<file path="src/rtl/maze_pkg.sv">
// Shared constants for the maze pixel pipeline: colour codes ({B,G,R})
// and the default maze/tile geometry.
package maze_pkg;

   localparam int MAZE_W_DEFAULT = 48;
   localparam int TILE_W_DEFAULT = 40;
   localparam int TILE_H_DEFAULT = 30;

   localparam logic [11:0] COL_PLAYER = 12'h0FF;
   localparam logic [11:0] COL_EXIT   = 12'h00F;
   localparam logic [11:0] COL_WALL   = 12'h996;
   localparam logic [11:0] COL_BLANK  = 12'h000;

endpackage

</file>
<file path="src/rtl/maze_sync_delay.sv">
// Fixed-depth shift register used to keep sync/enable and cell-address
// side information aligned with the ROM read latency.
module maze_sync_delay #(
   parameter int               DEPTH   = 3,
   parameter int               WIDTH   = 1,
   parameter logic [WIDTH-1:0] RST_VAL = '0
) (
   input  logic             div_clk,
   input  logic             rst,
   input  logic [WIDTH-1:0] din_i,
   output logic [WIDTH-1:0] dout_o
);

   logic [WIDTH-1:0] pipe_q [DEPTH];

   // Shift one stage per clock; reset loads the inactive value everywhere
   always_ff @(posedge div_clk) begin
      if (rst) begin
         for (int i = 0; i < DEPTH; i++) pipe_q[i] <= RST_VAL;
      end else begin
         pipe_q[0] <= din_i;
         for (int i = 1; i < DEPTH; i++) pipe_q[i] <= pipe_q[i-1];
      end
   end

   assign dout_o = pipe_q[DEPTH-1];

endmodule

</file>
<file path="src/rtl/maze_pixel_pipe.sv">
// Pixel pipeline: raster -> maze/tile ROM addresses -> 12-bit colour.
// Stage 1 registers the addresses, the ROM registers its data, and the
// colour stage registers RGB together with the last sync delay stage.
// Optional feature: define PLAYER_BLINK_EN to blink the player marker
// with frame_cnt[5] (64-frame period).
module maze_pixel_pipe
   import maze_pkg::*;
#(
   parameter int MAZE_W   = MAZE_W_DEFAULT,
   parameter int TILE_W   = TILE_W_DEFAULT,
   parameter int TILE_H   = TILE_H_DEFAULT,
   parameter int VIEW_MAX = 32,
   parameter int MARGIN   = 7,
   parameter int END_ADDR = 2110
) (
   input  logic        div_clk,
   input  logic        rst,
   input  logic        in_hsync,
   input  logic        in_vsync,
   input  logic        in_de,
   input  logic [9:0]  x,
   input  logic [9:0]  y,
   input  logic [9:0]  player_x,
   input  logic [9:0]  player_y,
   output logic [11:0] maze_addr,
   input  logic        maze_q,
   output logic [10:0] tile_addr,
   input  logic [11:0] tile_q,
   output logic        hsync,
   output logic        vsync,
   output logic [3:0]  R,
   output logic [3:0]  G,
   output logic [3:0]  B
);

   // Saturate (pos - MARGIN) into 0..VIEW_MAX; bit 9 set means it went negative
   function automatic logic [9:0] clamp_view(input logic [9:0] pos);
      logic [9:0] diff;
      diff = pos - 10'(MARGIN);
      if (diff[9])                      clamp_view = '0;
      else if (diff > 10'(VIEW_MAX))    clamp_view = 10'(VIEW_MAX);
      else                              clamp_view = diff;
   endfunction

   logic        vs_prev_q;
   logic [9:0]  cursor_x_q, cursor_x_d, cursor_y_q, cursor_y_d;
   logic [5:0]  frame_cnt_q, frame_cnt_d;
   logic [5:0]  tx_q, tx_d;
   logic [4:0]  ty_q, ty_d;
   logic [9:0]  col_q, col_d, row_q, row_d;
   logic [11:0] cell_x, cell_y, maze_addr_d, maze_addr_q;
   logic [10:0] tile_addr_d, tile_addr_q;
   logic [2:0]  sync_p1;
   logic [11:0] cell_p1;
   logic [11:0] player_addr;
   logic        show_player;
   logic [11:0] rgb_d, rgb_q;
   logic        hsync_q, vsync_q;

   // Cursor is latched once per frame on the vsync falling edge
   always_comb begin
      cursor_x_d  = cursor_x_q;
      cursor_y_d  = cursor_y_q;
      frame_cnt_d = frame_cnt_q;
      if (vs_prev_q && !in_vsync) begin
         cursor_x_d  = clamp_view(player_x);
         cursor_y_d  = clamp_view(player_y);
         frame_cnt_d = frame_cnt_q + 6'd1;
      end
   end

   // Frame-level state: vsync history, viewport cursor, frame counter
   always_ff @(posedge div_clk) begin
      if (rst) begin
         vs_prev_q   <= 1'b1;
         cursor_x_q  <= '0;
         cursor_y_q  <= '0;
         frame_cnt_q <= '0;
      end else begin
         vs_prev_q   <= in_vsync;
         cursor_x_q  <= cursor_x_d;
         cursor_y_q  <= cursor_y_d;
         frame_cnt_q <= frame_cnt_d;
      end
   end

   // Tile texel/cell counters for the current pixel (x==0 restarts a line)
   always_comb begin
      tx_d  = tx_q;
      col_d = col_q;
      ty_d  = ty_q;
      row_d = row_q;
      if (x == '0) begin
         tx_d  = '0;
         col_d = '0;
         if (y == '0) begin
            ty_d  = '0;
            row_d = '0;
         end else if (ty_q == 5'(TILE_H - 1)) begin
            ty_d  = '0;
            row_d = row_q + 10'd1;
         end else begin
            ty_d  = ty_q + 5'd1;
         end
      end else if (tx_q == 6'(TILE_W - 1)) begin
         tx_d  = '0;
         col_d = col_q + 10'd1;
      end else begin
         tx_d  = tx_q + 6'd1;
      end
   end

   // Shift-add address arithmetic: x48 = <<5 + <<4, x40 = <<5 + <<3
   always_comb begin
      cell_x      = 12'(cursor_x_q) + 12'(col_d);
      cell_y      = 12'(cursor_y_q) + 12'(row_d);
      maze_addr_d = '0;
      tile_addr_d = '0;
      if (in_de) begin
         maze_addr_d = cell_x + (cell_y << 5) + (cell_y << 4);
         tile_addr_d = 11'(tx_d) + (11'(ty_d) << 5) + (11'(ty_d) << 3);
      end
   end

   // ---- stage 1: counters and ROM addresses ----
   always_ff @(posedge div_clk) begin
      if (rst) begin
         tx_q        <= '0;
         ty_q        <= '0;
         col_q       <= '0;
         row_q       <= '0;
         maze_addr_q <= '0;
         tile_addr_q <= '0;
      end else begin
         tx_q        <= tx_d;
         ty_q        <= ty_d;
         col_q       <= col_d;
         row_q       <= row_d;
         maze_addr_q <= maze_addr_d;
         tile_addr_q <= tile_addr_d;
      end
   end

   assign maze_addr = maze_addr_q;
   assign tile_addr = tile_addr_q;

   // ---- stage 2: ROM data; side information delayed to match ----
   maze_sync_delay #(.DEPTH(2), .WIDTH(3), .RST_VAL(3'b110)) u_sync_dly (
      .div_clk (div_clk),
      .rst     (rst),
      .din_i   ({in_hsync, in_vsync, in_de}),
      .dout_o  (sync_p1)
   );

   maze_sync_delay #(.DEPTH(1), .WIDTH(12), .RST_VAL(12'h000)) u_cell_dly (
      .div_clk (div_clk),
      .rst     (rst),
      .din_i   (maze_addr_q),
      .dout_o  (cell_p1)
   );

   assign player_addr = 12'(player_x) + 12'(player_y * MAZE_W);

`ifdef PLAYER_BLINK_EN
   assign show_player = ~frame_cnt_q[5];
`else
   assign show_player = 1'b1;
`endif

   // Colour priority: blank, player, exit, wall, tile texel
   always_comb begin
      rgb_d = COL_BLANK;
      if (sync_p1[0]) begin
         if (show_player && (cell_p1 == player_addr)) rgb_d = COL_PLAYER;
         else if (cell_p1 == 12'(END_ADDR))           rgb_d = COL_EXIT;
         else if (maze_q)                             rgb_d = COL_WALL;
         else                                         rgb_d = tile_q;
      end
   end

   // ---- stage 3: colour and final sync delay stage ----
   always_ff @(posedge div_clk) begin
      if (rst) begin
         rgb_q   <= COL_BLANK;
         hsync_q <= 1'b1;
         vsync_q <= 1'b1;
      end else begin
         rgb_q   <= rgb_d;
         hsync_q <= sync_p1[2];
         vsync_q <= sync_p1[1];
      end
   end

   assign hsync = hsync_q;
   assign vsync = vsync_q;
   assign R     = rgb_q[3:0];
   assign G     = rgb_q[7:4];
   assign B     = rgb_q[11:8];

endmodule
</file>
<file path="config.mk">
export PLATFORM = sky130hd
export DESIGN_NAME = maze_pixel_pipe
export DESIGN_NICKNAME = d
export VERILOG_FILES = /design/src/rtl/maze_pkg.sv /design/src/rtl/maze_sync_delay.sv /design/src/rtl/maze_pixel_pipe.sv
export SDC_FILE = /design/constraint.sdc
export NUM_CORES = 1
export LEC_CHECK = 0
export CAP_MARGIN = 20
export CORE_ASPECT_RATIO = 0.8
export CORE_MARGIN = 2
export CORE_UTILIZATION = 50
export DETAILED_ROUTE_END_ITERATION = 8
export GPL_TIMING_DRIVEN = 0
export HOLD_SLACK_MARGIN = 0.1
export PLACE_DENSITY = 0.75
export SLEW_MARGIN = 20
export SYNTH_ARGS = -nofsm -noshare
export SYNTH_HDL_FRONTEND = slang
export SYNTH_HIERARCHICAL = 1
export SYNTH_SLANG_ARGS = --single-unit
</file>
<file path="constraint.sdc">
create_clock -name div_clk -period 16.49 [get_ports div_clk]
set_clock_uncertainty 0.05 [all_clocks]
set_input_delay 4.947 -clock div_clk [delete_from_list [all_inputs] [get_ports div_clk]]
set_output_delay 4.947 -clock div_clk [all_outputs]
set_load 0.02 [all_outputs]
</file>
==> results.sh <==
export IMPL_yosysUniqueCellTypes=66
export IMPL_cts_sinks=102
export IMPL_drcViolationCount=0
export IMPL_reg2reg_slack_ns=10.93
export IMPL_tritoncts="done"
export IMPL_hold_path_class="reg -> reg"
export IMPL_outcome="complete, no violations"
export IMPL_clock_fmax_mhz=93.2
export IMPL_critPathCaptureType="flop"
export IMPL_postCtsHoldBufs=0
export IMPL_cp_required_ns=16.72
export IMPL_post_cts_setup_buffer_count=0
export IMPL_power_density_nw_per_um2=74.0
export IMPL_port_buffers=92
export IMPL_use_met2=0.382
export IMPL_layout_nets=905
export IMPL_worst_pin_slew_ns=0.724
export IMPL_die_height_um=103
export IMPL_power_uw=554
export IMPL_drive_above_1_share=0.0646
export IMPL_criticalPathCategory="in -> reg"
export IMPL_slew_headroom=0.514
export IMPL_cp_max_fo=10
export IMPL_insertion_delay_ns=0.35
export IMPL_max_cap_violations=0
export IMPL_antenna_found_initial=0
export IMPL_postSynthAreaPerCell_um2=9.11
export IMPL_vdd_drop_max_uv=50.7
export IMPL_cts_made_buffers=9
export IMPL_fin_setup_tns_ns=0
export IMPL_num_antenna_cells=0
export IMPL_firstDrtPassIters=5
export IMPL_yosys_warnings=6
export IMPL_ys_ff_latch=102
export IMPL_rsz0062_at_grt="false"
export IMPL_grt_busiest_layer="met2"
export IMPL_worst_r2r_path_depth=19
export IMPL_ant_nets=0
export IMPL_r2r_start="ty_q[0]"
export IMPL_ios=95
export IMPL_dieWidth_um=127
export IMPL_use_met3=0.0431
export IMPL_vias=5029
export IMPL_post_dp_hpwl_um=11200
export IMPL_area_delta_synth_final_pct=23.4
export IMPL_crit_start="x[7]"
export IMPL_globalplace_congestion=0.867
export IMPL_syn_cell_area_um2=6070
export IMPL_die_area_um2=13000
export IMPL_r2r_end="maze_addr[11]"
export IMPL_met1_usage=0.303
export IMPL_track_usage=0.226
export IMPL_row_count=35
export IMPL_wl_um=14100
export IMPL_drtIter0Drc=315
export IMPL_clockBufferDepth=2
export IMPL_synth_edff_count=0
export IMPL_viasPerCell=5.45
export IMPL_synth_seq_area_share=0.337
export IMPL_final_cell_mix="102 x dfxtp_1, 92 x clkdlybuf4s50_1, 68 x nor2_1"
export IMPL_start_util=0.519
export IMPL_htreeDepth=3
export IMPL_grt_pass1_wl_um=23600
export IMPL_grt_max_degree=20
export IMPL_worstSetupStartpointType="input port"
export IMPL_netlist_instances=666
export IMPL_core_area_um2=11700
export IMPL_clkSlewWorstSetupHoldPaths_ns=0.07
export IMPL_min_period_ns=10.73
export IMPL_cts_resized_gates=0
export IMPL_worst_hold_slack_ns=0.365
export IMPL_yosys_most_used_dff="dfxtp_1"
export IMPL_finalCritPeriodShare=0.651
export IMPL_grt_pass1_vias=5056
export IMPL_clockRootBuffer="clkbuf_16"
export IMPL_wire_per_inst_um=15.3
export IMPL_final_common_cell="dfxtp_1"
export IMPL_endpoint="maze_addr[11]"
export IMPL_hold_viol=0
export IMPL_p_leak_uw=0.00321
export IMPL_cp_arrival_ns=10.96
export IMPL_ys_async_sr_fraction=0
export IMPL_finalMaxSlewViolations=0
export IMPL_grt_overflow_total=0
export IMPL_finalSetupViolCount=0
export IMPL_synth_nets=802
==> where the power goes <==
part	total, uW	internal, uW	switching (uW)
Sequential	251	249	1.61
Clock	223	121	102
Combinational	80.0	39.2	40.8
Total	554	410	144
==> worst max-delay path, stage by stage <==
cell,delay (ns)
clkdlybuf4s50_1,0.40
or4_4,0.57
or3_1,0.38
nor2_1,0.43
clkbuf_1,0.37
nor2_1,0.12
ha_1,0.25
fa_1,0.44
xnor2_1,0.38
fa_1,0.51
fa_1,0.52
inv_1,0.04
ha_1,0.22
or4_1,0.48
o22ai_1,0.21
o21ai_0,0.19
xnor2_1,0.20
xnor3_1,0.23
nor2_1,0.09
==> through the flow <==
step / worst slack (ns) / util / cells / instance area [um2]
3_5_place_dp: 5.40 / 0.613 / 906 / 7170
2_1_floorplan: 6.44 / - / 666 / 6070
5_1_grt: 5.38 / 0.640 / 922 / 7490
3_3_place_gp: 5.50 / 0.613 / 906 / 7170
6_report: 5.76 / 0.640 / 922 / 7490
4_1_cts: 5.78 / 0.640 / 922 / 7490
==> final cells by class <==
cell class | count | area [um2]
tap | 148 | 185
fill | 1010 | 4210
multi-input combinational | 506 | 3790
buffer | 19 | 90.1
clock inverter | 7 | 88.8
clock buffer | 9 | 225
sequential | 102 | 2040
timing repair buffer | 92 | 921
inverter | 39 | 146
==> worst min-delay path by stage <==
| stage | from | end | slack, ns | depth (start not counted) |
|---|---|---|---|---|
| finish | u_sync_dly/pipe_q[0][1] | u_sync_dly/pipe_q[0][4] | 0.36 | 1 |
| global route | u_sync_dly/pipe_q[0][1] | u_sync_dly/pipe_q[0][4] | 0.38 | 1 |
| CTS | u_sync_dly/pipe_q[0][1] | u_sync_dly/pipe_q[0][4] | 0.37 | 1 |
| detailed placement | u_sync_dly/pipe_q[0][1] | u_sync_dly/pipe_q[0][4] | 0.35 | 1 |
| global placement | u_sync_dly/pipe_q[0][2] | u_sync_dly/pipe_q[0][5] | 0.34 | 1 |
| floorplan | u_sync_dly/pipe_q[0][2] | u_sync_dly/pipe_q[0][5] | 0.33 | 1 |
==> metal layers <==
layer	vias to the layer above	share of wire
li1	2509	-
met1	2414	0.49
met2	92	0.47
met3	14	0.033
met4	0	0.011
met5	-	0
==> synthesized netlist by cell type (4+ instances only) <==
| master | n | share of area |
|---|---|---|
| and3_1 | 5 | 0.0052 |
| nand4_1 | 9 | 0.0093 |
| a22oi_1 | 6 | 0.0074 |
| nor3_1 | 27 | 0.022 |
| o21ai_0 | 20 | 0.016 |
| and4_1 | 7 | 0.010 |
| a21oi_1 | 33 | 0.027 |
| and2_1 | 17 | 0.018 |
| xor2_1 | 26 | 0.038 |
| dfxtp_1 | 102 | 0.34 |
| nor4_1 | 4 | 0.0041 |
| inv_1 | 39 | 0.024 |
| nand2b_1 | 7 | 0.0072 |
| or3_1 | 4 | 0.0041 |
| or2_1 | 4 | 0.0041 |
| nor2_1 | 68 | 0.042 |
| or2_2 | 8 | 0.0082 |
| ha_1 | 63 | 0.13 |
| nand3_1 | 13 | 0.011 |
| nand2_1 | 33 | 0.020 |
| clkbuf_1 | 14 | 0.0087 |
| nor2b_2 | 8 | 0.012 |
| a21o_1 | 11 | 0.014 |
| o21ai_1 | 4 | 0.0033 |
| xnor2_1 | 42 | 0.061 |
| fa_1 | 15 | 0.049 |
| nor2b_1 | 9 | 0.0093 |
| a211oi_1 | 7 | 0.0087 |
==> registers in the layout (all words and copies together) (netlist names) <==
| register | cells |
|---|---|
| hsync | 1 |
| vsync | 1 |
| u_cell_dly/pipe_q | 12 |
| cursor_x_q | 9 |
| ty_q | 5 |
| maze_addr | 12 |
| cursor_y_q | 8 |
| tx_q | 6 |
| vs_prev_q | 1 |
| u_sync_dly/pipe_q | 6 |
| row_q | 8 |
| tile_addr | 11 |
| col_q | 10 |
| rgb_q | 12 |
==> logic make-up (layout without fill, tap and decap cells) <==
kind of cell | count (synthesis) | count (layout) | synth area share
muxes | 2 | 2 | 0.00330
DFF | 102 | 102 | 0.337
AOI/OAI and AO/OA | 114 | 114 | 0.121
buffers and inverters | 58 | 166 | 0.0390
and+or+nand+nor | 243 | 243 | 0.219
adders and majority gates | 78 | 78 | 0.179
xor gates and xnor gates | 69 | 69 | 0.102
Power figures use the tool's default switching activity.
